--- config.mk ---
export PLATFORM = sky130hd
export DESIGN_NAME = serial_subtractor_flat
export DESIGN_NICKNAME = d
export VERILOG_FILES = /design/src/rtl/serial_subtractor_if.sv /design/src/rtl/serial_subtractor.sv /design/src/flat_wrapper.sv
export SDC_FILE = /design/constraint.sdc
export NUM_CORES = 1
export LEC_CHECK = 0
export BUFFER_PORTS_ARGS = -buffer_cell sky130_fd_sc_hd__buf_2
export CORE_MARGIN = 1
export CORE_UTILIZATION = 58
export DETAILED_ROUTE_END_ITERATION = 16
export PLACE_DENSITY = 0.83
export SYNTH_ARGS = -nofsm -noshare
export SYNTH_HDL_FRONTEND = slang
export SYNTH_SLANG_ARGS = --single-unit
--- constraint.sdc ---
create_clock -name clk -period 2.2 [get_ports clk]
set_input_delay 0.33 -clock clk [delete_from_list [all_inputs] [get_ports clk]]
set_output_delay 0.33 -clock clk [all_outputs]
set_load 0.005 [all_outputs]
--- src/rtl/serial_subtractor_if.sv ---
// serial_subtractor_if: start/busy/done handshake bundle for the bit-serial subtractor
// master drives start/a/b/bin and observes diff/bout/ovf/busy/done; slave is the reverse
interface serial_subtractor_if #(parameter int WIDTH = 8);
    logic             start;
    logic [WIDTH-1:0] a;
    logic [WIDTH-1:0] b;
    logic             bin;
    logic [WIDTH-1:0] diff;
    logic             bout;
    logic             ovf;
    logic             busy;
    logic             done;
    modport master (output start, a, b, bin, input diff, bout, ovf, busy, done);
    modport slave (input start, a, b, bin, output diff, bout, ovf, busy, done);
endinterface

--- src/rtl/serial_subtractor.sv ---
// serial_subtractor: bit-serial a - b - bin, one bit per clock LSB-first, registered borrow
// clk, rst (sync, active high); s.start/a/b/bin in, s.diff/bout/ovf/busy/done out
module serial_subtractor #(parameter int WIDTH = 8) (
    input logic clk,
    input logic rst,
    serial_subtractor_if.slave s
);
    localparam int CW = $clog2(WIDTH);
    typedef enum logic [1:0] {IDLE, RUN, DONE} state_t;
    state_t state, nxt;
    logic [WIDTH-1:0] sa, sb, res, res_n, diff;
    logic [CW-1:0] cnt;
    logic br, br_n, amsb, bmsb, bout, ovf, x, y, r, last;
    always_comb begin
        x = sa[0];
        y = sb[0];
        r = x ^ y ^ br;
        br_n = (~x & y) | (~(x ^ y) & br);
        res_n = {r, res[WIDTH-1:1]};
        last = cnt == CW'(WIDTH - 1);
        nxt = state == RUN ? (last ? DONE : RUN) : (s.start ? RUN : IDLE);
    end
    always_ff @(posedge clk) state <= rst ? IDLE : nxt;
    always_ff @(posedge clk) begin
        if (rst) begin
            sa <= '0;
            sb <= '0;
            res <= '0;
            cnt <= '0;
            br <= 1'b0;
            amsb <= 1'b0;
            bmsb <= 1'b0;
            diff <= '0;
            bout <= 1'b0;
            ovf <= 1'b0;
        end else if (state != RUN && s.start) begin
            sa <= s.a;
            sb <= s.b;
            br <= s.bin;
            cnt <= '0;
            amsb <= s.a[WIDTH-1];
            bmsb <= s.b[WIDTH-1];
        end else if (state == RUN) begin
            sa <= sa >> 1;
            sb <= sb >> 1;
            br <= br_n;
            res <= res_n;
            cnt <= last ? cnt : cnt + CW'(1);
            if (last) begin
                diff <= res_n;
                bout <= br_n;
                // operands of opposite sign overflow when the result sign departs from a
                ovf <= (amsb != bmsb) && (r != amsb);
            end
        end
    end
    assign s.diff = diff;
    assign s.bout = bout;
    assign s.ovf = ovf;
    assign s.busy = state == RUN;
    assign s.done = state == DONE;
endmodule
--- src/flat_wrapper.sv ---
// flat-port wrapper written by rule: the top's interface ports become plain ports
module serial_subtractor_flat 
#(parameter int WIDTH = 8)
  (clk, rst, s_start, s_a, s_b, s_bin, s_diff, s_bout, s_ovf, s_busy, s_done);
  serial_subtractor_if #(.WIDTH(WIDTH)) s_i ();
  input logic clk;
  input logic rst;
  input wire logic [$bits(s_i.start)-1:0] s_start;
  input wire logic [$bits(s_i.a)-1:0] s_a;
  input wire logic [$bits(s_i.b)-1:0] s_b;
  input wire logic [$bits(s_i.bin)-1:0] s_bin;
  output wire logic [$bits(s_i.diff)-1:0] s_diff;
  output wire logic [$bits(s_i.bout)-1:0] s_bout;
  output wire logic [$bits(s_i.ovf)-1:0] s_ovf;
  output wire logic [$bits(s_i.busy)-1:0] s_busy;
  output wire logic [$bits(s_i.done)-1:0] s_done;
  assign s_i.start = s_start;
  assign s_i.a = s_a;
  assign s_i.b = s_b;
  assign s_i.bin = s_bin;
  assign s_diff = s_i.diff;
  assign s_bout = s_i.bout;
  assign s_ovf = s_i.ovf;
  assign s_busy = s_i.busy;
  assign s_done = s_i.done;
  serial_subtractor #(.WIDTH(WIDTH)) u_core (.clk(clk), .rst(rst), .s(s_i));
endmodule
==> results.toml, run 1 <==
[route]
ant_nets = 0
detailedRoute.firstIterationViolations = 36
wl_per_cell_um = 13.3
dr_total_vias = 1403
vias_per_cell = 5.73
firstDrtPassIters = 4
route.detailed.drc = 0
wl_mm = 3.26

[floorplanning]
start_util_pct = 61.9
rows = 19
die_height_um = 56.5
die_width_um = 56.5
io_pins = 32
core_um2 = 2780
die-area_um2 = 3190

[yosys]
synth_top_area_share_pct = 47.7
synth_edf_count = 0
synth_area_leaders = "dfxtp_1, mux2i_1, a211oi_1"
ys_types = 28
synth_commonest_cells = "dfxtp_1, nand2_1, a21oi_1"
synth_seq_area_share_pct = 47.7
synth_cells = 187
syn_avg_cell_area_um2 = 9.20
synth.most_common_cell = "dfxtp_1"
yosys.area.top_type = "dfxtp_1"
synth_area_um2 = 1720
syn_nets = 211
ys_async_sr_fraction_pct = 0
ys.flop_type = "dfxtp_1"
synth_seq_cells = 41
yosys_warnings = 0

[global_route]
grt_pass1_vias = 1271
grt_overflow_total = 0
antenna_found_initial = 0
grt_max_degree = 39
grt_pass1_wl_mm = 5.66
gr-usage-all-layers_pct = 23.2

[clock_network]
post_cts_buffers = 0
cts.htree.levels = 2
numCtsBuffers = 5
root_buffer = "clkbuf_4"
hold_buffers = 0
clockBufferDepth = 2
clk_pin_slew_worst_paths_ns = 0.12
cts.sinks = 41
cts_tree = "built"
clk_latency_ns = 0.35
cts_resized = 0

[placement]
place_ws_ns = 0.663
portBuffers = 31
place.gp.congestion = 0.733
hpwl_mm = 2.26

[power]
p_total_mw = 1.33
powerDensity_nw_per_um2 = 700
p_leak_nw = 0.836
irDropWorstVdd_mv = 0.559

[cells_and_area]
drive_gt1_share_pct = 20.6
multi_input_area_um2 = 783
final_nets = 237
fillers = 236
insertedDiodeCount = 0
fin_util_pct = 68.2
synthToLayoutAreaGrowth_pct = 10.2
seqCellArea_um2 = 821

[setup_path]
crit_type = "flip-flop to output pin"
worstReg2RegStart = "u_core.cnt[0]"
cp.required_ns = 1.87
start_kind = "flip-flop"
critPathMaxFanout = 15
crit_arrival_ns = 1.54
r2r_end = "u_core.s.ovf"
critPathCaptureType = "output pin"
r2r_slack_ns = 0.64
reg2reg_depth = 5

[min_path]
hold_path.class = "primary input to flip-flop"
holdPathEnd = "u_core.amsb"
holdPathStages = 3
hold_path.startpoint = "s_a[7]"

[timing]
rsz0062_at_grt = "false"
hold_ws_ns = 0.231
hold_viol_final = 0
clock_skew_ns = 0.00634
tightest_slew_ns = 0.584
finalSetupTns_ns = 0
min_period_ns = 1.87
max_freq_mhz = 534
timing.final.ws_setup_ns = 0.327
fin_crit_sh_pct = 85.1
slew_violations = 0
setup_viol_count_final = 0
slew_headroom_pct = 61.1

[run_status]
status = "finished clean"

[run]
drv_cap = 0
## cell type report
| type | count | share of cell area (%) |
|---|---|---|
| inverters | 5 | 0.990 |
| repair buffers | 33 | 9.64 |
| clock inverters | 2 | 0.528 |
| flip-flops and latches | 41 | 43.3 |
| clock buffers | 6 | 2.18 |
| multi-input cells | 127 | 41.3 |
| well taps | 31 | 2.05 |
## flip-flops by register name, indices dropped and copies added (netlist names)
| name | count |
|---|---|
| u_core.sa | 8 |
| u_core.br | 1 |
| u_core.cnt | 3 |
| u_core.sb | 8 |
| u_core.amsb | 1 |
| u_core.s.diff | 8 |
| u_core.s.bout | 1 |
| u_core.s.ovf | 1 |
| u_core.res | 7 |
| u_core.state | 2 |
| u_core.bmsb | 1 |
## power by group
group | leakage, nW | switching, mW | internal, mW
clock | 0.0320 | 0.237 | 0.122
sequential | 0.335 | 0.0221 | 0.779
combinational | 0.469 | 0.0942 | 0.0719
## worst max-delay path, cell delays in order, from the launching register on
cell and delay, ns:
dfxtp_1 0.40, nand2b_1 0.39, inv_2 0.23, buf_2 0.18
## how the worst max path moves through the flow
stage	from	endpoint	slack (ns)	depth (start not counted)
final	u_core.state[1]	s_busy	0.33	3
after global routing	u_core.state[1]	s_busy	0.21	3
after CTS	u_core.state[1]	s_busy	0.32	3
after detailed placement	u_core.cnt[0]	u_core.s.ovf	0.66	5
after global placement	u_core.state[1]	u_core.cnt[1]	0.73	4
after floorplan	u_core.cnt[0]	u_core.cnt[1]	0.84	5
## kinds of logic (layout without fill, tap and decap cells)
family	after synthesis	after routing	synth area share, %
and+or+nand+nor	64	64	16.5
AOI/OAI and AO/OA	43	43	16.4
DFF	41	41	47.7
buffers and inverters	19	46	6.76
muxes	16	16	9.31
adders and majority gates	4	4	3.35
## metrics by stage
step	instance area [um^2]	std cells
detailed placement	1840	237
global placement	1840	237
finish	1900	245
floorplan	1720	187
CTS	1900	245
global route	1900	245
## placed cells by master (no fill, tap or decap), types with 3 or more instances in the layout
master / count
dfxtp_1: 41
nand2_1: 32
buf_2: 31
a21oi_1: 20
nor2_1: 17
mux2i_1: 16
a211oi_1: 16
clkbuf_4: 5
inv_1: 4
nor2b_1: 3
ha_1: 3
## per-layer routing
metal  up-vias  track usage (%)  part of all wire, %
li1        701                -                    -
met1       653             28.1                   43
met3         8             4.84                  4.4
met4         0             9.41                  1.9
met5         -                0                    0
met2        41             40.0                   51
Note: power is estimated with default switching activity, not from simulation.
==> run 2: changes to the inputs <==
ABC_AREA = 1   (was default)
PLACE_DENSITY = 0.82   (was 0.83)
==> run 2 against run 1 <==
  * Hold slack got worse by 0.020 ns
  * Clock skew is 0.0014 ns higher
  * Synthesized area up 3.9%
  * Utilization up 2.2 points
  * Register-to-register slack improved by 0.16 ns
  * Clock power increased by 41%
  * Synthesized cell count is 28% higher
  * Cell count increased by 23%
  * Die area rose by 3.8%
  * Power rose by 9.7%
  * Cell area increased by 5.0%
==> results.toml, run 2 <==
[cells_and_area]
final_nets = 293
drive_gt1_share_pct = 19.3
mostFrequentLayoutCells = "nand2_1, nand3_1, dfxtp_1"
layout_commonest_cell = "nand2_1"
insertedDiodeCount = 0
final_area_um2 = 1990
synthToLayoutAreaGrowth_pct = 11.3
fin_util_pct = 70.4
reg_top3 = "u_core.s.diff: 8 flops, u_core.sa: 8 flops, u_core.sb: 8 flops"

[yosys]
synth_compound_area_share_pct = 5.46
synth_commonest_cells = "nand2_1, nand3_1, dfxtp_1"
synth_area_um2 = 1790
yosys_warnings = 0
synthMuxAreaShare_pct = 0
yosys.area.top_type = "dfxtp_1"
synth.most_common_cell = "nand2_1"
synth_seq_cells = 41
synth_area_leaders = "dfxtp_1, nand3_1, nand2_1"
ys.flop_type = "dfxtp_1"
ys_async_sr_fraction_pct = 0
synth_cells = 240
synth_top_family_by_area = "simple AND/OR/NAND/NOR gates"
syn_nets = 264
synth_edf_count = 0
syn_avg_cell_area_um2 = 7.45
synth_top_area_share_pct = 45.9
synth-xor-area-share_pct = 0
yosys.area_share.simple_pct = 34.2
ys_types = 23
synth_seq_area_share_pct = 45.9
synthAdderAreaFrac_pct = 3.22

[floorplanning]
die_width_um = 57.5
die_height_um = 57.5
io_pins = 32
die-area_um2 = 3310
rows = 19
core_um2 = 2830
start_util_pct = 63.2

[global_route]
grt_pass1_vias = 1321
antenna_found_initial = 0
grt_overflow_total = 0
grt_pass1_wl_mm = 5.35
grt_max_degree = 39
gr-usage-all-layers_pct = 21.2

[route]
vias_per_cell = 5.07
detailedRoute.firstIterationViolations = 47
ant_nets = 0
dr_total_vias = 1526
route.detailed.drc = 0
firstDrtPassIters = 4
wl_mm = 3.12
wl_per_cell_um = 10.3

[clock_network]
root_buffer = "clkbuf_4"
cts_resized = 0
numCtsBuffers = 5
cts.htree.levels = 2
cts_tree = "built"
clockBufferDepth = 2
post_cts_buffers = 0
hold_buffers = 0
clk_pin_slew_worst_paths_ns = 0.12
cts.sinks = 41
clk_latency_ns = 0.34

[timing]
hold_viol_final = 0
fin_crit_sh_pct = 73.6
setup_viol_count_final = 0
slew_headroom_pct = 57.5
max_freq_mhz = 618
finalSetupTns_ns = 0
tightest_slew_ns = 0.635
slew_violations = 0
rsz0062_at_grt = "false"
clock_skew_ns = 0.00778
min_period_ns = 1.62

[setup_path]
critical-path-slowest-cell = "dfxtp_1"
reg2reg_depth = 6
crit_type = "flip-flop to output pin"
r2r_slack_ns = 0.80
critPathMaxFanout = 13
cp_num_buf_inv = 2
critPathCaptureType = "output pin"
cpLargestDelayFamily = "flip-flops"
worstPathCellList = "inv_2 > nor2_4 > buf_2"
worstReg2RegStart = "u_core.state[0]"
r2r_end = "u_core.cnt[0]"
cp.required_ns = 1.87
critical-path-max-stage-delay_ns = 0.41
crit_arrival_ns = 1.29
start_kind = "flip-flop"

[power]
p_total_mw = 1.46
irDropWorstVdd_mv = 0.484
p_int_mw = 1.10
switchingPower_mw = 0.351
powerDensity_nw_per_um2 = 731
pwr-share-comb_pct = 10.6
p_clk_share_pct = 34.8
switching_share_pct = 24.1
p_leak_nw = 1.05
pwr-share-seq_pct = 54.6

[min_path]
hold_path.class = "primary input to flip-flop"
holdPathEnd = "u_core.state[1]"
holdPathStages = 2
hold_path.startpoint = "rst"

[placement]
dpl_cell_area_um2 = 1910
hpwl_mm = 2.15
portBuffers = 31
place.gp.congestion = 0.776

[run_status]
status = "finished clean"

[run]
drv_cap = 0
==> run 2: cell count changes after synthesis, sizes merged, moves of 3 or more <==
cell    previous run  this run
a211oi            17         0
a21oi             20         4
buf               14        11
inv                5        28
mux2i             16         0
nand2             32        66
nand3              2        51
nor2b              3         0
o21ai              2        14
==> run 2: routing by layer <==
layer | global-route usage, % | routed length [um]
met3 | 7.03 | 165
met1 | 24.1 | 1410
met2 | 37.2 | 1490
met4 | 7.32 | 46
met5 | 0 | 0
==> run 2: power by group through the flow <==
stage	clock network [mW]	logic, mW	registers (mW)
2_1_floorplan	0	0.128	0.808
3_3_place_gp	0	0.152	0.811
3_5_place_dp	0	0.155	0.812
4_1_cts	0.519	0.156	0.795
5_1_grt	0.558	0.179	0.800
6_report	0.506	0.154	0.795
==> run 2: stage by stage <==
stage / setup WS, ns / hold slack (ns) / std cells
after floorplan: 0.923 / 0.407 / 240
after global placement: 0.844 / 0.422 / 293
after detailed placement: 0.828 / 0.427 / 293
after CTS: 0.580 / 0.201 / 301
after global routing: 0.487 / 0.193 / 301
final: 0.581 / 0.211 / 301
==> run 2: cell families after synthesis <==
group                    after synthesis
AO/OA/AOI/OAI                         18
adder cells (fa/ha/maj)                4
flip-flops                            41
buffers and inverters                 40
AND/OR/NAND/NOR                      137
==> run 2: cell type report <==
class                      instances  area (um^2)
clock buffer                       7         55.1
multi-input combinational        159          767
sequential                        41          821
fill                             249          838
tap                               31         38.8
clock inverter                     1         30.0
timing repair buffer              33          170
inverter                          29          109
==> run 2: worst max path at each step <==
stage	slack, ns	depth (start not counted)	end	from
2_1_floorplan	0.92	6	u_core.s.ovf	u_core.sb[0]
3_3_place_gp	0.84	6	u_core.s.ovf	u_core.sb[0]
3_5_place_dp	0.83	6	u_core.s.ovf	u_core.sb[0]
4_1_cts	0.58	3	s_busy	u_core.state[0]
5_1_grt	0.49	3	s_busy	u_core.state[0]
6_report	0.58	3	s_busy	u_core.state[0]
